**src/rtl/rs_array.sv**
```systemverilog
`default_nettype none
// ============================================================================
// Module      : rs_array
// Description : Tomasulo reservation-station array with CDB operand capture,
//               issue-time forwarding and lowest-index-first dispatch.
// Revision    : 1.0 - initial release
// ============================================================================
module rs_array #(
    parameter int DEPTH    = 3,
    parameter int DATA_W   = 32,
    parameter int TAG_W    = 5,
    parameter int OP_W     = 4,
    parameter int TAG_BASE = 1
) (
    input  logic                       clk,
    input  logic                       rst_n,
    input  logic                       flush,
    input  logic                       issue_valid,
    output logic                       issue_ready,
    input  logic [OP_W-1:0]            issue_op,
    input  logic [TAG_W-1:0]           issue_qj,
    input  logic [DATA_W-1:0]          issue_vj,
    input  logic [TAG_W-1:0]           issue_qk,
    input  logic [DATA_W-1:0]          issue_vk,
    output logic [TAG_W-1:0]           issue_tag,
    input  logic                       cdb_valid,
    input  logic [TAG_W-1:0]           cdb_tag,
    input  logic [DATA_W-1:0]          cdb_data,
    output logic                       disp_valid,
    input  logic                       disp_ready,
    output logic [OP_W-1:0]            disp_op,
    output logic [DATA_W-1:0]          disp_vj,
    output logic [DATA_W-1:0]          disp_vk,
    output logic [TAG_W-1:0]           disp_tag,
    output logic [DEPTH-1:0]           busy_vec,
    output logic [$clog2(DEPTH+1)-1:0] free_cnt
);

    localparam int c_IDX_W = (DEPTH > 1) ? $clog2(DEPTH) : 1;
    localparam int c_CNT_W = $clog2(DEPTH + 1);

    logic [DEPTH-1:0]  r_busy;
    logic [OP_W-1:0]   r_op [DEPTH];
    logic [TAG_W-1:0]  r_qj [DEPTH];
    logic [TAG_W-1:0]  r_qk [DEPTH];
    logic [DATA_W-1:0] r_vj [DEPTH];
    logic [DATA_W-1:0] r_vk [DEPTH];

    logic [DEPTH-1:0]   w_ready;
    logic [DEPTH-1:0]   w_cap_j;
    logic [DEPTH-1:0]   w_cap_k;
    logic               w_free_found;
    logic [c_IDX_W-1:0] w_free_idx;
    logic               w_disp_found;
    logic [c_IDX_W-1:0] w_disp_idx;
    logic [c_CNT_W-1:0] w_free_cnt;
    logic               w_issue_fire;
    logic               w_disp_fire;
    logic               w_fwd_j;
    logic               w_fwd_k;

    for (genvar gi = 0; gi < DEPTH; gi++) begin : g_entry
        assign w_ready[gi] = r_busy[gi] && (r_qj[gi] == '0) && (r_qk[gi] == '0);
        assign w_cap_j[gi] = cdb_valid && r_busy[gi] && (r_qj[gi] != '0) && (r_qj[gi] == cdb_tag);
        assign w_cap_k[gi] = cdb_valid && r_busy[gi] && (r_qk[gi] != '0) && (r_qk[gi] == cdb_tag);
    end

    // Descending scans so the lowest matching index is the one left standing.
    always_comb begin
        w_free_found = 1'b0;
        w_free_idx   = '0;
        w_disp_found = 1'b0;
        w_disp_idx   = '0;
        w_free_cnt   = c_CNT_W'(DEPTH);
        for (int i = DEPTH - 1; i >= 0; i--) begin
            if (!r_busy[i]) begin
                w_free_found = 1'b1;
                w_free_idx   = c_IDX_W'(i);
            end
            if (w_ready[i]) begin
                w_disp_found = 1'b1;
                w_disp_idx   = c_IDX_W'(i);
            end
            if (r_busy[i]) begin
                w_free_cnt = w_free_cnt - c_CNT_W'(1);
            end
        end
    end

    assign w_issue_fire = issue_valid && w_free_found && !flush;
    assign w_disp_fire  = w_disp_found && disp_ready && !flush;
    assign w_fwd_j      = cdb_valid && (issue_qj != '0) && (issue_qj == cdb_tag);
    assign w_fwd_k      = cdb_valid && (issue_qk != '0) && (issue_qk == cdb_tag);

    // The issue target was free before the edge, so it never collides with
    // the dispatch target or with a CDB capture.
    always_ff @(posedge clk or negedge rst_n) begin
        if (!rst_n) begin
            r_busy <= '0;
            for (int i = 0; i < DEPTH; i++) begin
                r_op[i] <= '0;
                r_qj[i] <= '0;
                r_qk[i] <= '0;
                r_vj[i] <= '0;
                r_vk[i] <= '0;
            end
        end else if (flush) begin
            r_busy <= '0;
        end else begin
            for (int i = 0; i < DEPTH; i++) begin
                if (w_issue_fire && (w_free_idx == c_IDX_W'(i))) begin
                    r_busy[i] <= 1'b1;
                    r_op[i]   <= issue_op;
                    r_qj[i]   <= w_fwd_j ? '0 : issue_qj;
                    r_vj[i]   <= w_fwd_j ? cdb_data : issue_vj;
                    r_qk[i]   <= w_fwd_k ? '0 : issue_qk;
                    r_vk[i]   <= w_fwd_k ? cdb_data : issue_vk;
                end else begin
                    if (w_disp_fire && (w_disp_idx == c_IDX_W'(i))) begin
                        r_busy[i] <= 1'b0;
                    end
                    if (w_cap_j[i]) begin
                        r_qj[i] <= '0;
                        r_vj[i] <= cdb_data;
                    end
                    if (w_cap_k[i]) begin
                        r_qk[i] <= '0;
                        r_vk[i] <= cdb_data;
                    end
                end
            end
        end
    end

    assign issue_ready = w_free_found;
    assign issue_tag   = TAG_W'(TAG_BASE) + TAG_W'(w_free_idx);
    assign disp_valid  = w_disp_found;
    assign disp_op     = w_disp_found ? r_op[w_disp_idx] : '0;
    assign disp_vj     = w_disp_found ? r_vj[w_disp_idx] : '0;
    assign disp_vk     = w_disp_found ? r_vk[w_disp_idx] : '0;
    assign disp_tag    = w_disp_found ? (TAG_W'(TAG_BASE) + TAG_W'(w_disp_idx)) : '0;
    assign busy_vec    = r_busy;
    assign free_cnt    = w_free_cnt;

endmodule
`default_nettype wire

```
**config.mk**
```make
export PLATFORM = sky130hd
export DESIGN_NAME = rs_array
export DESIGN_NICKNAME = d
export VERILOG_FILES = /design/src/rtl/rs_array.sv
export SDC_FILE = /design/constraint.sdc
export NUM_CORES = 1
export LEC_CHECK = 0
export ABC_CLOCK_PERIOD_IN_PS = 2800
export BUFFER_PORTS_ARGS = -buffer_cell sky130_fd_sc_hd__buf_4
export CAP_MARGIN = 20
export CORE_UTILIZATION = 57
export CTS_CLUSTER_DIAMETER = 80
export DETAILED_ROUTE_END_ITERATION = 6
export PLACE_DENSITY = 0.88
export SYNTH_ARGS = -nofsm -noshare
export SYNTH_HDL_FRONTEND = slang
export SYNTH_SLANG_ARGS = --single-unit
export TNS_END_PERCENT = 100
```
**constraint.sdc**
```tcl
create_clock -name clk -period 2.8 [get_ports clk]
set_input_delay 0.56 -clock clk [delete_from_list [all_inputs] [get_ports clk]]
set_output_delay 0.56 -clock clk [all_outputs]
set_load 0.01 [all_outputs]
```
==> summary.txt <==
Status
  • Status: finished, violations left
  • Failing checks: DRC, hold timing, setup timing

Die
  • I/O pin total: 206
  • Initial Utilization: 58.4%
  • Core area: 21900 sq um
  • Die area: about 23000 sq um
  • Die H: 152 um
  • Die Width: between 150 and 200 um
  • # rows: 54

Place
  • GP Congestion: between 0.8 and 0.9
  • Buffers on Ports: about 200
  • Dpl hpwl: ~26 mm
  • Dpl cells: approximately 1700
  • Pre-CTS setup slack: between 4 and 5 ps

Detailed routing
  • Final WL: 44.4 mm
  • First-pass DRT Iterations: 7
  • Routed len/inst: ~25 um
  • Iteration-0 DRC Markers: 1866
  • Post-route ant nets: 0
  • Via count: roughly 12000
  • DRC violations left: 40
  • Vias per cell: between 7 and 8

STA
  • Final count of pins violating max slew: 0
  • Period minus WS final: 3390 ps
  • Fmax: approximately 0.3 GHz
  • RSZ-0062 raised after global routing: yes
  • Worst Skew: approximately 15 ps
  • Final setup fails: 72
  • Slew margin rel.: ~42%
  • Total Neg Setup Slack: -33910 ps
  • Final worst-path setup slack: -586 ps
  • Final period utilization: 121%
  • Worst hold margin: -20.9 ps
  • Final hold vios: 11
  • Worst-Margin Slew: 862 ps

GRT
  • First-pass GRT wire length: approximately 66 mm
  • Vias in the first global route: roughly 12000
  • Antenna violations before repair: 1
  • Grt ovf: 0
  • All-Layer GR Usage: between 30% and 40%
  • Largest net degree at the start of global routing: 75

Synth
  • Synth cell types: 61
  • Commonest cells in the netlist: 237 x dfrtp_1, 145 x nand2_1, 134 x inv_1
  • Main area contributors after synthesis: dfrtp_1 46%, a221o_1 5.0%, a222oi_1 5.0%, nand2_1 4.3%, a22oi_1 4.0%
  • Post-synth top flop: dfrtp_1
  • Async SR Flop Fraction: 100%
  • Cells after Synth: ~1300
  • Most common cell in the netlist: dfrtp_1
  • YS warnings: 0
  • Syn_area_per_cell: 10.1 sq um
  • Post-synth EDFFs: 0
  • Mapped Area: roughly 13000 sq um
  • Share of the synthesized area in the top cell type: a little under half
  • Post-synthesis sequential area ratio: between 40 and 50%
  • Post-synth top area cell: dfrtp_1
  • Seq cells post-synth: approximately 240

Pwr
  • Peak VDD IR: between 0.3 and 0.4 mV
  • Clock network power share: 33.2%
  • Logic pwr share: between 20% and 30%
  • Sw Ratio: around 30%
  • PwrDens: between 600 and 700 nW/um^2
  • Net switching power: 0.00303 W
  • Internal Power: ~0.0072 W
  • Leak: just under 8 nW
  • Reg power frac: 46.3%

Critical path
  • Crit path arrival time: between 2000 and 3000 ps
  • Critical Path Start Type: flop
  • RR Startpoint: busy_vec[1]
  • Critical Path Start: r_qj[7]
  • Top cell family by delay on the critical path: buffers and inverters
  • CP required: roughly 2200 ps
  • Crit end category: output port
  • R2R setup slack: 110 ps
  • Critical Path Fanout Max: 5
  • Crit Path Class: reg -> out
  • Slowest cell on the critical path: or4_4
  • CP Buf/Inv Count: 5
  • CP peak stage delay: 600 ps
  • Critical-path cell list: or4_4 > nor2_4 > buf_4 > a211oi_4 > buf_6 > buf_12 > clkbuf_16 > a22oi_1 > o21ai_1 > buf_4
  • Cell mode on critical path: buf_4

Finish
  • Share of layout cells above drive strength 1: roughly a third
  • Post-Route Utilization: roughly 75%
  • Fillers: 1393
  • Synthesis-to-finish area growth: 27.6%
  • Non-Filler Instances: approximately 1800
  • Area of the multi-input gates: a little over 6000 sq um
  • # nets final: 1592
  • Reg area: a little under 6000 sq um

Min path
  • Hold/Removal Path Class: in -> async

CTS
  • Number of H-tree levels: 1
  • Post-cts hold buffer count: 0
  • TritonCTS buffer count: 25
  • Clock root cell: clkbuf_16
  • Worst skew pair latency: ~520 ps
  • CTS Buffer Depth: 3
  • CTS sink cnt: between 200 and 250
  • Clock transition at path regs: approximately 70 ps
  • CTS tree: done

Job
  • Max_cap viols: 0
## per-stage QoR
| stage | power, W | instance area (sq um) |
|---|---|---|
| floorplan | 0.00579 | 12800 |
| global placement | 0.00641 | 14600 |
| detailed placement | 0.00654 | 14600 |
| CTS | 0.0100 | 15900 |
| global route | 0.0106 | 16300 |
| finish | 0.0103 | 16300 |
## metal layers
| metal | vias to the layer above | GRT usage, % | part of all wire, % | wire length, um |
|---|---|---|---|---|
| li1 | 5115 | - | - | - |
| met5 | - | 0 | 0 | 0 |
| met1 | 5899 | 46.9 | 34 | 15300 |
| met2 | 1097 | 55.1 | 46 | 20300 |
| met4 | 0 | 20.5 | 7.5 | 3340 |
| met3 | 242 | 6.73 | 12 | 5440 |
## cell usage in the layout, fill, tap and decap left out, types with 7 or more instances in the layout
cell type | netlist | layout
nand2_1 | 145 | 144
o21ai_2 | 0 | 18
clkbuf_16 | 0 | 29
xor2_1 | 20 | 20
o22ai_1 | 25 | 25
o21ai_1 | 36 | 51
a22oi_2 | 0 | 41
buf_12 | 0 | 24
xnor2_1 | 19 | 19
buf_6 | 24 | 13
or3_1 | 32 | 32
a222oi_1 | 64 | 64
a221oi_2 | 30 | 30
o221a_2 | 30 | 30
inv_1 | 134 | 133
nor3_1 | 35 | 35
a22oi_1 | 68 | 27
and3_1 | 68 | 67
buf_4 | 14 | 246
nand3b_1 | 7 | 7
a221o_1 | 64 | 64
dfrtp_1 | 237 | 236
## worst paths after layout
kind / endpoint / cells past startpoint
worst max register to register: r_vj[23] / 5
min in group clk: r_op[6] / 3
worst min-delay path: r_vj[54] / 1
worst min register to register: r_op[8] / 2
max in group asynchronous: r_vk[76] / 2
worst max-delay path: disp_vk[16] / 10
## logic make-up (layout without fill, tap and decap cells)
family	Yosys count	in the layout	share of synthesized area, %
flip-flops	237	237	46.4
multiplexers	5	5	0.509
buffers and inverters	257	470	9.74
AND/OR/NAND/NOR	347	347	14.5
XOR/XNOR	39	39	2.67
adder cells (fa/ha/maj)	7	7	0.685
AO/OA/AOI/OAI	372	372	25.5
other	1	5	0.0293
## area by class of cell
class / instances / share of cell area (%)
multi-input cells: 774 / 37.0
well taps: 280 / 2.15
repair buffers: 291 / 16.3
inverters: 135 / 3.10
clock inverters: 10 / 0.789
clock buffers: 34 / 4.28
diodes: 1 / 0.0153
flip-flops and latches: 237 / 36.3
## power groups by stage
stage	sequential [W]	combinational, W	clock, W
2_1_floorplan	0.00454	0.00125	0
3_3_place_gp	0.00464	0.00176	0
3_5_place_dp	0.00468	0.00185	0
4_1_cts	0.00466	0.00194	0.00340
5_1_grt	0.00480	0.00225	0.00354
6_report	0.00475	0.00210	0.00341
## sequential cells by signal (all words and copies together) (netlist names)
name,flops
r_qk,15
busy_vec,3
r_vj,96
r_op,12
r_qj,15
r_vk,96
## what timing repair did
item	4_1_cts	5_1_grt
gates cloned	2	5
gates resized for setup	86	52
endpoints found under the setup margin	72	81
pin swaps	21	35
setup buffers	15	15
endpoints found under the hold margin	0	0
Power figures use the tool's default switching activity.
